**src/rtl/btn_conditioner.sv**
```systemverilog
// Pushbutton conditioner: synchronizer, press/release debounce FSM, long-press
// detection and a wrapping press counter. All outputs are registered.
module btn_conditioner #(
    parameter int DEBOUNCE_CYCLES = 1000000,
    parameter int LONG_CYCLES     = 250000000
) (
    input  logic       clk,
    input  logic       rst,
    input  logic       btn_n,
    output logic       btn_level_n,
    output logic       press_pulse,
    output logic       release_pulse,
    output logic       long_press,
    output logic [7:0] press_count
);

    localparam int DB_W   = $clog2(DEBOUNCE_CYCLES) + 1;
    localparam int HOLD_W = $clog2(LONG_CYCLES) + 1;

    localparam logic [DB_W-1:0]   DB_ZERO   = DB_W'(0);
    localparam logic [DB_W-1:0]   DB_ONE    = DB_W'(1);
    localparam logic [DB_W-1:0]   DB_LAST   = DB_W'(DEBOUNCE_CYCLES - 1);
    localparam logic [HOLD_W-1:0] HOLD_ZERO = HOLD_W'(0);
    localparam logic [HOLD_W-1:0] HOLD_ONE  = HOLD_W'(1);
    localparam logic [HOLD_W-1:0] HOLD_MAX  = HOLD_W'(LONG_CYCLES);
    // Counter value just before it advances to LONG_CYCLES-1
    localparam logic [HOLD_W-1:0] HOLD_FIRE = HOLD_W'(LONG_CYCLES - 2);

    typedef enum logic [1:0] {
        IDLE       = 2'd0,
        PRESS_DB   = 2'd1,
        HELD       = 2'd2,
        RELEASE_DB = 2'd3
    } state_t;

    state_t             state_r;
    logic               sync1_r;
    logic               sync_r;
    logic [DB_W-1:0]    db_cnt_r;
    logic [HOLD_W-1:0]  hold_cnt_r;
    logic               long_fire_s;

    assign long_fire_s = (hold_cnt_r == HOLD_FIRE);

    // Two-flop synchronizer for the asynchronous button input
    always_ff @(posedge clk or posedge rst) begin
        if (rst) begin
            sync1_r <= 1'b1;
            sync_r  <= 1'b1;
        end else begin
            sync1_r <= btn_n;
            sync_r  <= sync1_r;
        end
    end

    // Debounce FSM with hold counter and registered pulse outputs
    always_ff @(posedge clk or posedge rst) begin
        if (rst) begin
            state_r       <= IDLE;
            db_cnt_r      <= DB_ZERO;
            hold_cnt_r    <= HOLD_ZERO;
            btn_level_n   <= 1'b1;
            press_pulse   <= 1'b0;
            release_pulse <= 1'b0;
            long_press    <= 1'b0;
            press_count   <= 8'd0;
        end else begin
            press_pulse   <= 1'b0;
            release_pulse <= 1'b0;
            long_press    <= 1'b0;
            // Hold time keeps accumulating through release bounces
            if ((state_r == HELD || state_r == RELEASE_DB) && hold_cnt_r != HOLD_MAX) begin
                hold_cnt_r <= hold_cnt_r + HOLD_ONE;
            end
            case (state_r)
                IDLE: begin
                    if (!sync_r) begin
                        state_r  <= PRESS_DB;
                        db_cnt_r <= DB_ZERO;
                    end else begin
                        state_r  <= IDLE;
                    end
                end
                PRESS_DB: begin
                    if (sync_r) begin
                        state_r <= IDLE;
                    end else if (db_cnt_r == DB_LAST) begin
                        state_r     <= HELD;
                        btn_level_n <= 1'b0;
                        press_pulse <= 1'b1;
                        press_count <= press_count + 8'd1;
                        hold_cnt_r  <= HOLD_ZERO;
                    end else begin
                        db_cnt_r <= db_cnt_r + DB_ONE;
                    end
                end
                HELD: begin
                    long_press <= long_fire_s;
                    if (sync_r) begin
                        state_r  <= RELEASE_DB;
                        db_cnt_r <= DB_ZERO;
                    end else begin
                        state_r  <= HELD;
                    end
                end
                RELEASE_DB: begin
                    if (!sync_r) begin
                        state_r    <= HELD;
                        long_press <= long_fire_s;
                    end else if (db_cnt_r == DB_LAST) begin
                        // Release wins; a long press that was never reached is dropped
                        state_r       <= IDLE;
                        btn_level_n   <= 1'b1;
                        release_pulse <= 1'b1;
                    end else begin
                        db_cnt_r   <= db_cnt_r + DB_ONE;
                        long_press <= long_fire_s;
                    end
                end
                default: begin
                    state_r  <= IDLE;
                    db_cnt_r <= DB_ZERO;
                end
            endcase
        end
    end

endmodule

```
**config.mk**
```make
export PLATFORM = sky130hd
export DESIGN_NAME = btn_conditioner
export DESIGN_NICKNAME = d
export VERILOG_FILES = /design/src/rtl/btn_conditioner.sv
export SDC_FILE = /design/constraint.sdc
export NUM_CORES = 1
export LEC_CHECK = 0
export ABC_AREA = 1
export CAP_MARGIN = 20
export CORE_AREA = 3 3 91 85
export CTS_CLUSTER_DIAMETER = 60
export DETAILED_ROUTE_END_ITERATION = 8
export DIE_AREA = 0 0 94 88
export PLACE_DENSITY = 0.82
export SLEW_MARGIN = 40
export SYNTH_ARGS = -nofsm -noshare
export SYNTH_HDL_FRONTEND = slang
export SYNTH_SLANG_ARGS = --single-unit
```
**constraint.sdc**
```tcl
create_clock -name clk -period 5.78 [get_ports clk]
set_clock_uncertainty 0.1 [all_clocks]
set_input_delay 1.156 -clock clk [delete_from_list [all_inputs] [get_ports clk]]
set_output_delay 1.156 -clock clk [all_outputs]
set_load 0.05 [all_outputs]
```
==> run metrics <==
final slew viol count 0; Layout Cells excl Fill between 700 and 800; most frequent cells in the layout 196 x nand2_1, 104 x nor2_1, 80 x inv_1, 63 x dfrtp_1, 45 x nand3_1; vias per inst 5.43; largest net degree at the start of global routing between 60 and 70; biggest area consumer among synthesized cells dfrtp_1; CTS tree yes; FILL cells 582; Required @ worst endpoint between 4000 and 5000 ps; Seq pwr share 0.527; H-tree levels 3; period utilization 0.509; Total GRT Usage 0.263; RSZ-0062 raised after global routing no; delay-heaviest family, CP buffers and inverters; Seq. cell area 0.00166 mm2; worst path cell trace clkdlybuf4s50_1; Synthesis Warnings 0; CP Capture Type output port; CTS Buffer Depth 2; Tmin final just under 3000 ps; register area share after synthesis 0.374; Switching Share 0.238; fin util 0.692; most common cell after layout, fill and taps aside nand2_1; placed cell count ~730; Clk pwr share 0.440; CTS-repair resized insts 0; Ant. Diodes 0; Starting Density 0.642; Worst Hold Class reg -> reg; vias in the first global route 3956; Setup TNS Final 0 ps; Worst Path Max Fanout 2; num rows 29; Yosys top cell area share 0.356; slowest stage delay, CP 790 ps; CP Class reg -> out; # IOs 15; clk_lat worst skew 350 ps; Syn Area/Cell 6.92 um2; Placer Congestion between 0.9 and 1; met3 Track Usage GR 0.0610; final setup fails 0; Max-Cap Viols 0; DRT iter0 DRCs 235; Unique masters post-synth 38; CTS Sinks 66; Post-Route WL 10.0 mm; final net count 660; Die ar. 0.00827 mm2; Post-DP HPWL 7.26 mm; IO buf count 14; combinational group share of total power 0.033; antenna violations before repair 0; peak-usage layer in the global routing report met2; top cells by area, synth dfrtp_1 36%, nand2_1 17%, nor2_1 8.8%, inv_1 6.9%, nand3_1 5.1%; WL per Instance between 10 and 15 um; drt pass-1 iters 7; sum of buffers and inverters on the critical path 1; Multi-input gate area 0.00233 mm2; Mapped Cells 639; CTS clk-pin slew, worst paths 80 ps; Slew HR 0.600; # DRC 0; share of cells above drive strength 1 0.0791; cts hold-fix bufs 0; grt met2 use 0.473; die span in x 94 um; cts bufs inserted 9; global-route wire length before repair 17.4 mm; Critical-path top delay cell clkdlybuf4s50_1; core area 0.00689 mm2; syn nets ~650; PD cells 188 mW/mm2; number of synthesized register bits 66; worst slew pin tran 599 ps; area grow syn2layout 7.89%; die height slightly below 90 um; Worst EP arrival approximately 1700 ps; Lkg Pwr 2.15 nW; startpoint types register; Post-CTS Setup Inserts 0; CTS root buffer clkbuf_8; mapped cell area 0.00442 mm2; P_sw 0.213 mW; Peak VDD IR 146 uV; status finished, final reports clean; post-route ant nets 0; met1 Use GR 0.297; final hold violation count 0; internal power 0.682 mW; global route overflow 0; f_max between 300 and 400 MHz; DR vias just over 4000
[power groups by stage]
stage	clock [mW]	sequential, mW	combinational, mW
4_1_cts	0.401	0.472	0.0298
3_3_place_gp	0	0.481	0.0289
2_1_floorplan	0	0.478	0.0258
3_5_place_dp	0	0.481	0.0297
5_1_grt	0.414	0.473	0.0336
6_report	0.394	0.472	0.0292
[kinds of logic (layout without fill, tap and decap cells)]
logic type,count (synthesis),after routing,share of synthesized area
flip-flops,66,66,0.374
AND/OR/NAND/NOR,408,408,0.411
AO/OA/AOI/OAI,47,47,0.0707
XOR/XNOR,16,16,0.0317
buffers and inverters,97,115,0.0984
adder cells (fa/ha/maj),5,5,0.0141
[sequential cells by signal, indices dropped and copies added, names as in the netlist, named ones only]
register       count
db_cnt_r          21
long_press         1
sync1_r            1
btn_level_n        1
sync_r             1
state_r            1
press_count        8
release_pulse      1
press_pulse        1
hold_cnt_r        29
[layout make-up]
cell class	instances	share of cell area
Timing Repair Buffer	15	0.0317
Clock inverter	5	0.0115
Clock buffer	11	0.0296
Sequential cell	66	0.347
Multi-Input combinational cell	476	0.489
Tap cell	93	0.0244
Inverter	84	0.0671
[per-layer routing]
metal / wire, um / share of wire / up-vias
met5: 0 / 0 / -
met4: 380 / 0.038 / 0
met3: 425 / 0.042 / 38
met2: 5020 / 0.50 / 112
met1: 4180 / 0.42 / 1870
li1: - / - / 2049
[path summary, 6_finish.rpt]
path | from | to | slack, ps | cells past startpoint
worst max-delay path | btn_level_n | btn_level_n | 2840 | 1
worst min-delay path | sync1_r | sync_r | 260 | 0
worst max register to register | hold_cnt_r[0] | hold_cnt_r[7] | 3570 | 12
worst min register to register | sync1_r | sync_r | 260 | 0
max in group asynchronous | rst | hold_cnt_r[17] | 3980 | 3
min in group asynchronous | rst | press_count[4] | 1150 | 3
[stage by stage]
stage / hold WS, ps / area (um2) / setup WS [ps] / power, mW
CTS: 258 / 4770 / 2820 / 0.902
floorplan: 245 / 4420 / 2870 / 0.504
finish: 261 / 4770 / 2840 / 0.895
global placement: 247 / 4570 / 3220 / 0.509
detailed placement: 249 / 4570 / 3210 / 0.510
global route: 260 / 4770 / 2800 / 0.920
[synthesized netlist by cell type]
| library cell | instances |
|---|---|
| a211oi_2 | 1 |
| a21boi_0 | 1 |
| a21oi_1 | 9 |
| a21oi_2 | 1 |
| a31o_2 | 1 |
| and2_1 | 1 |
| and3_1 | 1 |
| buf_2 | 2 |
| buf_4 | 3 |
| buf_6 | 7 |
| clkbuf_1 | 1 |
| dfrtp_1 | 63 |
| dfstp_2 | 3 |
| ha_1 | 5 |
| inv_1 | 81 |
| inv_2 | 1 |
| inv_4 | 2 |
| nand2_1 | 196 |
| nand2_2 | 1 |
| nand2_4 | 1 |
| nand3_1 | 45 |
| nand3_4 | 2 |
| nand3b_1 | 3 |
| nand4_1 | 20 |
| nand4_4 | 1 |
| nor2_1 | 104 |
| nor2_2 | 4 |
| nor2_4 | 6 |
| nor2_8 | 1 |
| nor3_1 | 19 |
| nor3b_1 | 2 |
| nor4b_1 | 1 |
| o21ai_0 | 13 |
| o21ai_1 | 2 |
| o21ai_2 | 10 |
| o31ai_1 | 9 |
| xnor2_1 | 5 |
| xor2_1 | 11 |
Power figures use the tool's default switching activity.
==> RTL change, RTL diff (config.mk and constraints unchanged) <==
`LONG_CYCLES`: 250000000 -> 1000000000.
--- a/src/rtl/btn_conditioner.sv
+++ b/src/rtl/btn_conditioner.sv
@@ -3,5 +3,5 @@
 module btn_conditioner #(
     parameter int DEBOUNCE_CYCLES = 1000000,
-    parameter int LONG_CYCLES     = 250000000
+    parameter int LONG_CYCLES     = 1000000000
 ) (
     input  logic       clk,
Check against the original RTL: no difference found for any inputs over 10 cycles, from zero or initial values and one cycle with rst high; that may be too few to reach the edited logic, so the function may still have changed.
==> RTL change against the unedited design <==
  * Cell area up 2.1%
  * Critical path depth unchanged
  * Power up 3.4%
  * Worst hold slack worse by 2.9 ps
  * Sequential share of layout area up 0.32 points
  * Routed wire length up 8.6%
  * Register-to-register slack worse by 550 ps
  * Sequential cell count up 2
  * Worst setup slack worse by 27 ps
  * Synthesized area up 1.3%
  * Count of clock-buffer cells in the layout down 2
  * Sequential power up 3%
  * Combinational power down 12%
  * Fmax down 0.90%
==> RTL change: results (changes against the unedited design) <==
\begin{tabular}{lr}
\hline
Metric & Value \\
\hline
\multicolumn{2}{l}{\textbf{Route}} \\
\quad Number of violations reported at the end of detailed-routing iteration 0 & 369 (was 235) \\
\quad Post-detailed-route via-to-cell ratio & 5.56 (was 5.43) \\
\quad Routed wire length & 10.9 mm (was 10.0 mm) \\
\multicolumn{2}{l}{\textbf{Timing}} \\
\quad Worst-Margin Slew & 809 ps (was 599 ps) \\
\multicolumn{2}{l}{\textbf{Logic synthesis}} \\
\quad Cell types with the highest counts after synthesis & nand2\_1, nor2\_1, inv\_1 (unchanged) \\
\quad Syn nets & 682 (was 647) \\
\quad Number of unique standard cell types used by synthesis & 31 (was 38) \\
\quad Synth top area cells & dfrtp\_1, nand2\_1, nor2\_1, inv\_1, nand3\_1 (unchanged) \\
\quad Sequential fraction of the synthesis area & 0.381 (was 0.374) \\
\multicolumn{2}{l}{\textbf{Power and ir drop}} \\
\quad Peak supply drop & 0.181 mV (was 0.146 mV) \\
\quad Leak & 2.19 nW (was 2.15 nW) \\
\quad Sw frac & 0.254 (was 0.238) \\
\multicolumn{2}{l}{\textbf{Finish}} \\
\quad Final core utilization & 0.707 (was 0.692) \\
\quad Final nets & 695 (was 660) \\
\quad Proportion of layout cells with a drive suffix above 1 & 0.0694 (was 0.0791) \\
\quad Largest regs & hold\_cnt\_r: 31 flops, db\_cnt\_r: 21 flops, press\_count: 8 flops (was hold\_cnt\_r: 29 flops, db\_cnt\_r: 21 flops, press\_count: 8 flops) \\
\quad Fillcell total & 587 (was 582) \\
\multicolumn{2}{l}{\textbf{Clock network}} \\
\quad Post-CTS Repair Setup Buffers & 0 (unchanged) \\
\multicolumn{2}{l}{\textbf{Worst setup path}} \\
\quad Data arrival time of the worst path & 1710 ps (was 1680 ps) \\
\quad Longest individual stage delay on the worst path & 820 ps (was 790 ps) \\
\multicolumn{2}{l}{\textbf{Outcome}} \\
\quad Outcome & finished, final reports clean (unchanged) \\
\multicolumn{2}{l}{\textbf{Place}} \\
\quad DP Area & 4670 um\^{}2 (was 4570 um\^{}2) \\
\quad Half-perimeter wire length of the detailed placement result & 7.93 mm (was 7.26 mm) \\
\multicolumn{2}{l}{\textbf{Global routing}} \\
\quad Global-route wire length before repair & 18.7 mm (was 17.4 mm) \\
\quad Vias in the first global route & 4146 (was 3956) \\
\hline
\end{tabular}
## RTL change: cell types whose count changed in the layout (fill, tap and decap cells not counted), sizes merged, moves of 6 or more
cell,change
o21ai,+9
nand3,-6
nand4,+11
inv,+14
nand2,+8
nor2,+6
## RTL change: routing by layer
layer | track usage | routed length (um) | part of all wire | up-vias
met1 | 0.359 | 4580 | 0.42 | 2028
met2 | 0.489 | 5410 | 0.50 | 156
li1 | - | - | - | 2155
met3 | 0.0567 | 615 | 0.057 | 29
met5 | 0 | 0 | 0 | -
met4 | 0.105 | 259 | 0.024 | 0
## RTL change: power by group through the flow
| stage | registers, mW | logic, mW | clock network, mW |
|---|---|---|---|
| 2_1_floorplan | 0.492 | 0.0214 | 0 |
| 3_3_place_gp | 0.494 | 0.0249 | 0 |
| 3_5_place_dp | 0.495 | 0.0263 | 0 |
| 4_1_cts | 0.486 | 0.0265 | 0.421 |
| 5_1_grt | 0.487 | 0.0302 | 0.441 |
| 6_report | 0.486 | 0.0256 | 0.414 |
## RTL change: kinds of logic (layout without fill, tap and decap cells)
logic type	after synthesis	in the layout	share of synthesized area
and+or+nand+nor	423	423	0.406
buffers and inverters	108	126	0.0978
xor gates and xnor gates	18	18	0.0352
AOI/OAI and AO/OA	52	52	0.0668
adders and majority gates	5	5	0.0140
DFF	68	68	0.381
## RTL change: cell type report
cell class / instances / area (um^2) / share of cell area
clock inverters: 7 / 81.3 / 0.0167
inverters: 94 / 353 / 0.0724
multi-input cells: 498 / 2340 / 0.480
repair buffers: 16 / 155 / 0.0319
clock buffers: 9 / 124 / 0.0254
flip-flops and latches: 68 / 1710 / 0.350
well taps: 93 / 116 / 0.0239
## RTL change: path summary, 6_finish.rpt
path,start,endpoint,slack [ps],depth (start not counted)
worst max-delay path,btn_level_n,btn_level_n,2810,1
worst min-delay path,sync1_r,sync_r,260,0
worst max register to register,db_cnt_r[0],db_cnt_r[2],3020,9
worst min register to register,sync1_r,sync_r,260,0
max in group asynchronous,rst,hold_cnt_r[23],3660,3
min in group asynchronous,rst,press_count[4],950,2
## RTL change: through the flow
| step | worst slack [ps] | hold slack (ps) | power (mW) | cells |
|---|---|---|---|---|
| finish | 2810 | 258 | 0.926 | 785 |
| global route | 2730 | 264 | 0.958 | 785 |
| CTS | 2800 | 259 | 0.933 | 785 |
| detailed placement | 3080 | 247 | 0.521 | 769 |
| global placement | 3230 | 250 | 0.519 | 769 |
| floorplan | 2820 | 245 | 0.513 | 674 |
